<file path="src/rtl/aim_match_serializer.sv">
// rtl/aim_match_serializer.sv - captures a 32-lane match vector and serializes matched (lane, pos) pairs lowest lane first
module aim_match_serializer #(
    parameter int LANES  = 32,
    parameter int POS_W  = 9,
    parameter int LANE_W = 5,
    parameter int CNT_W  = 9
) (
    input  logic                        i_clk,
    input  logic                        i_rst_n,
    input  logic                        i_valid,
    input  logic [LANES-1:0]            i_lane_valid,
    input  logic [LANES-1:0][POS_W-1:0] i_pos,
    input  logic                        i_last,
    output logic                        o_ready,
    output logic                        o_valid,
    input  logic                        i_ready,
    output logic [LANE_W-1:0]           o_lane,
    output logic [POS_W-1:0]            o_pos,
    output logic                        o_last,
    output logic                        o_done,
    output logic [CNT_W-1:0]            o_count,
    output logic                        o_overflow
);

    typedef enum logic [1:0] {
        S_IDLE  = 2'd0,
        S_DRAIN = 2'd1,
        S_DONE  = 2'd2
    } state_t;

    state_t                      r_state;
    state_t                      w_state_nxt;
    logic [LANES-1:0]            r_pending;
    logic [LANES-1:0][POS_W-1:0] r_pos_buf;
    logic                        r_last;
    logic [CNT_W-1:0]            r_count;
    logic                        r_overflow;

    logic                        w_capture;
    logic                        w_xfer;
    logic [LANES-1:0]            w_low_bit;
    logic [LANES-1:0]            w_pend_clr;
    logic                        w_one_left;
    logic [LANE_W-1:0]           w_lane;

    // Isolate the lowest set bit; clearing it yields the post-transfer mask.
    assign w_low_bit  = r_pending & (~r_pending + {{(LANES-1){1'b0}}, 1'b1});
    assign w_pend_clr = r_pending & ~w_low_bit;
    assign w_one_left = (r_pending != '0) && (w_pend_clr == '0);

    always_comb begin
        w_lane = '0;
        for (int i = LANES - 1; i >= 0; i--) begin
            if (r_pending[i]) begin
                w_lane = i[LANE_W-1:0];
            end
        end
    end

    always_comb begin
        w_state_nxt = r_state;
        w_capture   = 1'b0;
        w_xfer      = 1'b0;
        case (r_state)
            S_IDLE: begin
                if (i_valid) begin
                    w_capture = 1'b1;
                    if (i_lane_valid != '0) begin
                        w_state_nxt = S_DRAIN;
                    end else if (i_last) begin
                        w_state_nxt = S_DONE;
                    end
                end
            end
            S_DRAIN: begin
                if (i_ready) begin
                    w_xfer = 1'b1;
                    if (w_pend_clr == '0) begin
                        w_state_nxt = r_last ? S_DONE : S_IDLE;
                    end
                end
            end
            S_DONE: begin
                w_state_nxt = S_IDLE;
            end
            default: begin
                w_state_nxt = S_IDLE;
            end
        endcase
    end

    always_ff @(posedge i_clk or negedge i_rst_n) begin
        if (!i_rst_n) begin
            r_state <= S_IDLE;
        end else begin
            r_state <= w_state_nxt;
        end
    end

    always_ff @(posedge i_clk or negedge i_rst_n) begin
        if (!i_rst_n) begin
            r_pending <= '0;
            r_pos_buf <= '0;
            r_last    <= 1'b0;
        end else if (w_capture) begin
            r_pending <= i_lane_valid;
            r_pos_buf <= i_pos;
            r_last    <= i_last;
        end else if (w_xfer) begin
            r_pending <= w_pend_clr;
        end
    end

    // Count spans every iteration of a frame and is released only after the done pulse.
    always_ff @(posedge i_clk or negedge i_rst_n) begin
        if (!i_rst_n) begin
            r_count <= '0;
        end else if (r_state == S_DONE) begin
            r_count <= '0;
        end else if (w_xfer && (r_count != {CNT_W{1'b1}})) begin
            r_count <= r_count + {{(CNT_W-1){1'b0}}, 1'b1};
        end
    end

    always_ff @(posedge i_clk or negedge i_rst_n) begin
        if (!i_rst_n) begin
            r_overflow <= 1'b0;
        end else if (i_valid && (r_state != S_IDLE)) begin
            r_overflow <= 1'b1;
        end
    end

    assign o_ready    = (r_state == S_IDLE);
    assign o_valid    = (r_state == S_DRAIN);
    assign o_lane     = w_lane;
    assign o_pos      = r_pos_buf[w_lane];
    assign o_last     = o_valid & r_last & w_one_left;
    assign o_done     = (r_state == S_DONE);
    assign o_count    = (r_state == S_DONE) ? r_count : '0;
    assign o_overflow = r_overflow;

endmodule

</file>
<file path="config.mk">
export PLATFORM = sky130hd
export DESIGN_NAME = aim_match_serializer
export DESIGN_NICKNAME = d
export VERILOG_FILES = /design/src/rtl/aim_match_serializer.sv
export SDC_FILE = /design/constraint.sdc
export NUM_CORES = 1
export LEC_CHECK = 0
export ABC_AREA = 1
export BUFFER_PORTS_ARGS = -buffer_cell sky130_fd_sc_hd__clkbuf_2
export CORE_MARGIN = 1.5
export CORE_UTILIZATION = 50
export CTS_BUF_LIST = sky130_fd_sc_hd__clkbuf_8
export CTS_CLUSTER_DIAMETER = 60
export DETAILED_ROUTE_END_ITERATION = 6
export HOLD_SLACK_MARGIN = 0.02
export PLACE_DENSITY = 0.79
export SYNTH_ARGS = -nofsm -noshare
export SYNTH_HDL_FRONTEND = slang
export SYNTH_SLANG_ARGS = --single-unit
</file>
<file path="constraint.sdc">
create_clock -name i_clk -period 2.95 [get_ports i_clk]
set_clock_uncertainty 0.15 [all_clocks]
set_input_delay 0.4425 -clock i_clk [delete_from_list [all_inputs] [get_ports i_clk]]
set_output_delay 0.4425 -clock i_clk [all_outputs]
set_load 0.02 [all_outputs]
</file>
Yosys cells after proc, flatten, opt, wreduce, memory -nomap -nowiden
Index checks and enable logic that the tools add are counted.
{"block": "totals", "regBits": 333, "out_inout_bits": 28}
{"block": "classes", "eq_ne": 7, "n_bitwise": 6, "add_sub_neg": 2, "muxes": 50, "reduce_logical": 11, "order_cmp": 1}
{"op": "$mux 5", "count": 32}
{"op": "$and 32x32->32", "count": 2}
{"op": "$mux 32", "count": 2}
{"op": "$not 32->32", "count": 2}
{"op": "$reduce_bool 32->1", "count": 2}
{"op": "$bmux 9 s5", "count": 1}
{"op": "$mux 9", "count": 4}
{"op": "$add 32x1->32 const B", "count": 1}
{"op": "$logic_not 32->1", "count": 1}
{"op": "$mux 2", "count": 6}
{"op": "$add 9x1->9 const B", "count": 1}
{"op": "$ne 9x9->1 const B", "count": 1}
{"op": "$lt 5x6->1 const B", "count": 1}
{"op": "$reduce_bool 2->1", "count": 3}
{"op": "$mux 1", "count": 4}
{"op": "$ne 2x1->1 const B", "count": 2}
{"op": "$pmux 2 s2", "count": 1}
{"op": "$reduce_and 4->1", "count": 1}
{"op": "$logic_and 1x1->1", "count": 3}
{"op": "$ne 3x2->1 const B", "count": 1}
{"op": "$and 1x1->1", "count": 2}
{"op": "$eq 2x1->1 const B", "count": 1}
{"op": "$eq 2x2->1 const B", "count": 1}
{"op": "$logic_not 2->1", "count": 1}
{"op": "$ne 2x2->1 const B", "count": 1}

Depth between registers and ports, before layout
{"block": "depth", "depth_word": 34, "ltp_mapped": 41, "mapped_depth_nobuf": 39}

Worst setup path before layout
No wires, ideal clock.
{"block": "synth_path", "path_type": "flip-flop to output port", "startpoint": "register r_pending[1]", "endpoint": "output o_last", "setup_slack_ns": -0.429, "arrival_time_ns": 2.786, "n_path_buf": 0, "path_stages_with_launch": 24, "cell_sequence": "dfrtp_1 > nor2_1 > inv_2 > nor2_1 > inv_2 > nor2_4 > inv_2 > nor2_4 > inv_2 > nor2_2 > inv_2 > nor2_1 > inv_2 > nor2_4 > inv_2 > nor2_1 > inv_1 > nor2_1 > inv_2 > o21ai_2 > o21ai_0 > nor3_1 > nand3_1 > a211oi_1"}
{"block": "synth_via", "elab_chain_len": 8, "word_cells_on_any_way": 9}
{"element": "from (decl)", "line_no": "33", "rtl": "logic [LANES-1:0] r_pending;"}
{"element": "from (signal assigned)", "line_no": "106", "rtl": "r_pending <= i_lane_valid;"}
{"element": "from (signal assigned)", "line_no": "110", "rtl": "r_pending <= w_pend_clr;"}
{"element": "$not 32->32", "line_no": "47", "rtl": "assign w_low_bit = r_pending & (~r_pending + {{(LANES-1){1'b0}}, 1'b1});"}
{"element": "$add 32x1->32", "line_no": "47"}
{"element": "$and 32x32->32", "line_no": "47"}
{"element": "$not 32->32", "line_no": "48", "rtl": "assign w_pend_clr = r_pending & ~w_low_bit;"}
{"element": "$and 32x32->32", "line_no": "48"}
{"element": "$logic_not 32->1", "line_no": "49", "rtl": "assign w_one_left = (r_pending != '0) && (w_pend_clr == '0);"}
{"element": "$logic_and 1x1->1 *", "line_no": "49"}
{"element": "$and 1x1->1 *", "line_no": "137", "rtl": "assign o_last = o_valid & r_last & w_one_left;"}
{"element": "to (decl)", "line_no": "19", "rtl": "output logic o_last,"}
Every way passes the cells marked *; elsewhere a longest branch is shown, timed or not.

Final worst setup path
{"block": "layout_path", "startpoint": "register r_pending[30]", "endpoint": "output o_pos[3]"}
{"block": "layout_via", "elab_chain_len": 33}
{"element": "$mux 5 (31 in series)", "line_no": "54", "rtl": "if (r_pending[i]) begin"}
{"element": "$bmux 9 s5", "line_no": "136", "rtl": "assign o_pos = r_pos_buf[w_lane];"}
{"element": "$mux 9 (not written as such)", "line_no": "136"}
{"element": "to (decl)", "line_no": "18", "rtl": "output logic [POS_W-1:0] o_pos,"}
No other way between the ends. The select of a mux whose other input is x is not followed.

==> qor.yml <==
yosysSeqAreaShare_pct: 48.8
area_growth_pct: 51.4
io_buffers: 352
synth.net_count: 2431
ios: 353
clock-sinks: 333
synth_top_area_share_pct: 48.8
first_global_vias: 19976
ys_ff_latch: 333
setup_slack_ps: -1810
slew_viol_final: 0
grt_pass1_wl_mm: 111
finalCritPeriodShare_pct: 161
drive_above_1_share_pct: 28.0
rows: 67
synth_area_leaders: "dfrtp_1 49%, nand3_1 9.9%, a21oi_1 6.5%"
synth_cell_types: 35
place.gp.congestion: 0.926
critPathSlowestCell: "dfrtp_1"
fmaxAchievable_mhz: 210
clk_latency_ps: 600
dr.pass1.iters: 7
ys.flop_type: "dfrtp_1"
wl_mm: 75.9
r2r_slack_ps: -380
initial_core_util_pct: 50.8
max_stage_delay_ps: 400
cts_max_path_buffers: 3
violations: "DRC, setup timing"
cp_max_fo: 8
die-area_um2: 35300
wl_per_cell_um: 22.6
grt.total_usage_pct: 40.4
fin_util_pct: 76.9
placed_area_um2: 20400
antenna_left: 0
synth_area_um2: 17100
path_clk_slew_ps: 60
p_total_mw: 34.6
cap_violations: 0
holdCritPathClass: "primary input to flip-flop"
dp_hpwl_mm: 40.1
layout_common_cells: "336 x clkbuf_2, 333 x dfrtp_1, 316 x dlygate4sd3_1"
fin_crit_ps: 4760
grt_max_degree: 110
synth_edf_count: 0
cp-end-kind: "primary output"
hold_violations: 0
synthArstFlopShare_pct: 100
cp.required_ps: 2360
hp-start: "i_pos[220]"
antenna_found_initial: 9
cp-start-kind: "flip-flop"
syn_inst: 2104
cp.arrival_ps: 4170
r2r_start: "r_pending[1]$_DFFE_PN0P_"
synth.avg_cell_area_um2: 8.12
place_ws_ps: -956
layout_commonest_cell: "clkbuf_2"
outcome: "complete, but fails checks"
wl_met1_mm: 26.7
stdcell_area_um2: 25900
power_density_nw_per_um2: 1340
routed.top_layer: "met5"
cts_inserted_buffers: 55
whs_endpoint: "r_pos_buf[220]$_DFFE_PN0P_"
critPathMostFrequentCell: "nand2_1"
max_slew.worst_pin.slew_ps: 753
p_leak_nw: 13.0
route.detailed.drc: 12
cts-root-buf: "clkbuf_8"
wl_met3_mm: 9.28
core_um2: 33600
vdd_drop_max_mv: 0.851
rsz0062_at_grt: "true"
die_w_um: 188
htree_levels: 2
rr_worst_depth: 26
setup_viol: 17
yosysWarnings: 0
yosys.area.top_type: "dfrtp_1"
met2_length_mm: 34.6
detail_route.vias_per_cell: 5.93
drt_iter0_markers: 2480
finalSetupTns_ps: -18890
nNetsFinal: 3194
grt-ovfl-total: 0
crit_type: "flip-flop to primary output"
regToRegEndpoint: "r_state[1]$_DFFE_PN0P_"
via_count: 19920
slew-limit-headroom_pct: 49.8
cts_tree: "built"
die-height_um: 188
worst_hold_path.num_cells: 3
[flip-flops by register name (all words and copies together), names as in the netlist]
| signal | flops |
|---|---|
| o_overflow | 1 |
| r_count | 9 |
| r_last | 1 |
| r_pending | 32 |
| r_pos_buf | 288 |
| r_state | 2 |
[cell type report]
class / instances / area [µm²]
inverters: 273 / 1030
clock inverters: 28 / 169
flip-flops and latches: 333 / 8330
diodes: 9 / 22.5
fillers: 2105 / 7760
multi-input cells: 1362 / 7700
clock buffers: 66 / 908
repair buffers: 842 / 7130
well taps: 448 / 561
[cell families (layout without fill, tap and decap cells)]
family	count (synthesis)	after routing	share of synthesized area [%]
AND/OR/NAND/NOR	973	975	26.4
flip-flops	333	333	48.8
buffers and inverters	411	1209	9.35
other	0	9	0
adder cells (fa/ha/maj)	2	2	0.146
AO/OA/AOI/OAI	294	294	9.30
multiplexers	91	91	6.00
[worst max path at each step]
stage                     slack [ps]                 startpoint        to
final                          -1810  r_pending[30]$_DFFE_PN0P_  o_pos[3]
after global routing           -2220  r_pending[30]$_DFFE_PN0P_  o_pos[8]
after CTS                      -1480  r_pending[30]$_DFFE_PN0P_  o_pos[3]
after detailed placement        -960  r_pending[30]$_DFFE_PN0P_  o_pos[7]
after global placement         -1000  r_pending[30]$_DFFE_PN0P_  o_pos[3]
after floorplan                 -260  r_pending[30]$_DFFE_PN0P_  o_pos[4]
[power breakdown]
group	switching, mW	leakage [nW]	internal [mW]
clock network	2.00	0.638	2.18
registers	1.09	3.78	6.73
logic	13.4	8.55	9.17
total	16.5	13.0	18.1
[critical path, delay by kind of cell (launching register included)]
family | cells | cell delay [ps]
simple gates | 38 | 2790
flops | 1 | 400
buf+inv | 3 | 390
[synth_stat cells, types with 8 or more instances]
library cell and number:
nor3_1 10, clkbuf_1 100, o21ai_0 35, dfrtp_1 333
nand3b_1 90, inv_2 12, nand3_1 337, nor4_1 10
nor2_1 254, buf_2 25, mux2_2 91, inv_1 257
buf_1 8, o221ai_1 11, nand2_1 259, a21oi_1 221
[per-layer routing]
metal,track usage [%],vias to the layer above
li1,-,8435
met1,48.6,9242
met2,65.6,1744
met3,11.1,495
met4,22.6,4
met5,0,-
[per-stage QoR]
stage / cells / hold WS [ps]
2_1_floorplan: 2104 / -3.09
3_3_place_gp: 2909 / 307
3_5_place_dp: 2909 / 297
4_1_cts: 3337 / 23.4
5_1_grt: 3359 / 31.1
6_report: 3361 / 51.6
[what timing repair did]
action,4_1_cts,5_1_grt
hold endpoints to repair,373,1
pin swaps,12,25
endpoints found under the setup margin,17,17
gates resized for setup,88,61
setup buffers,10,4
hold buffers,315,1
cloned,9,10
Note: power is estimated with default switching activity, not from simulation.
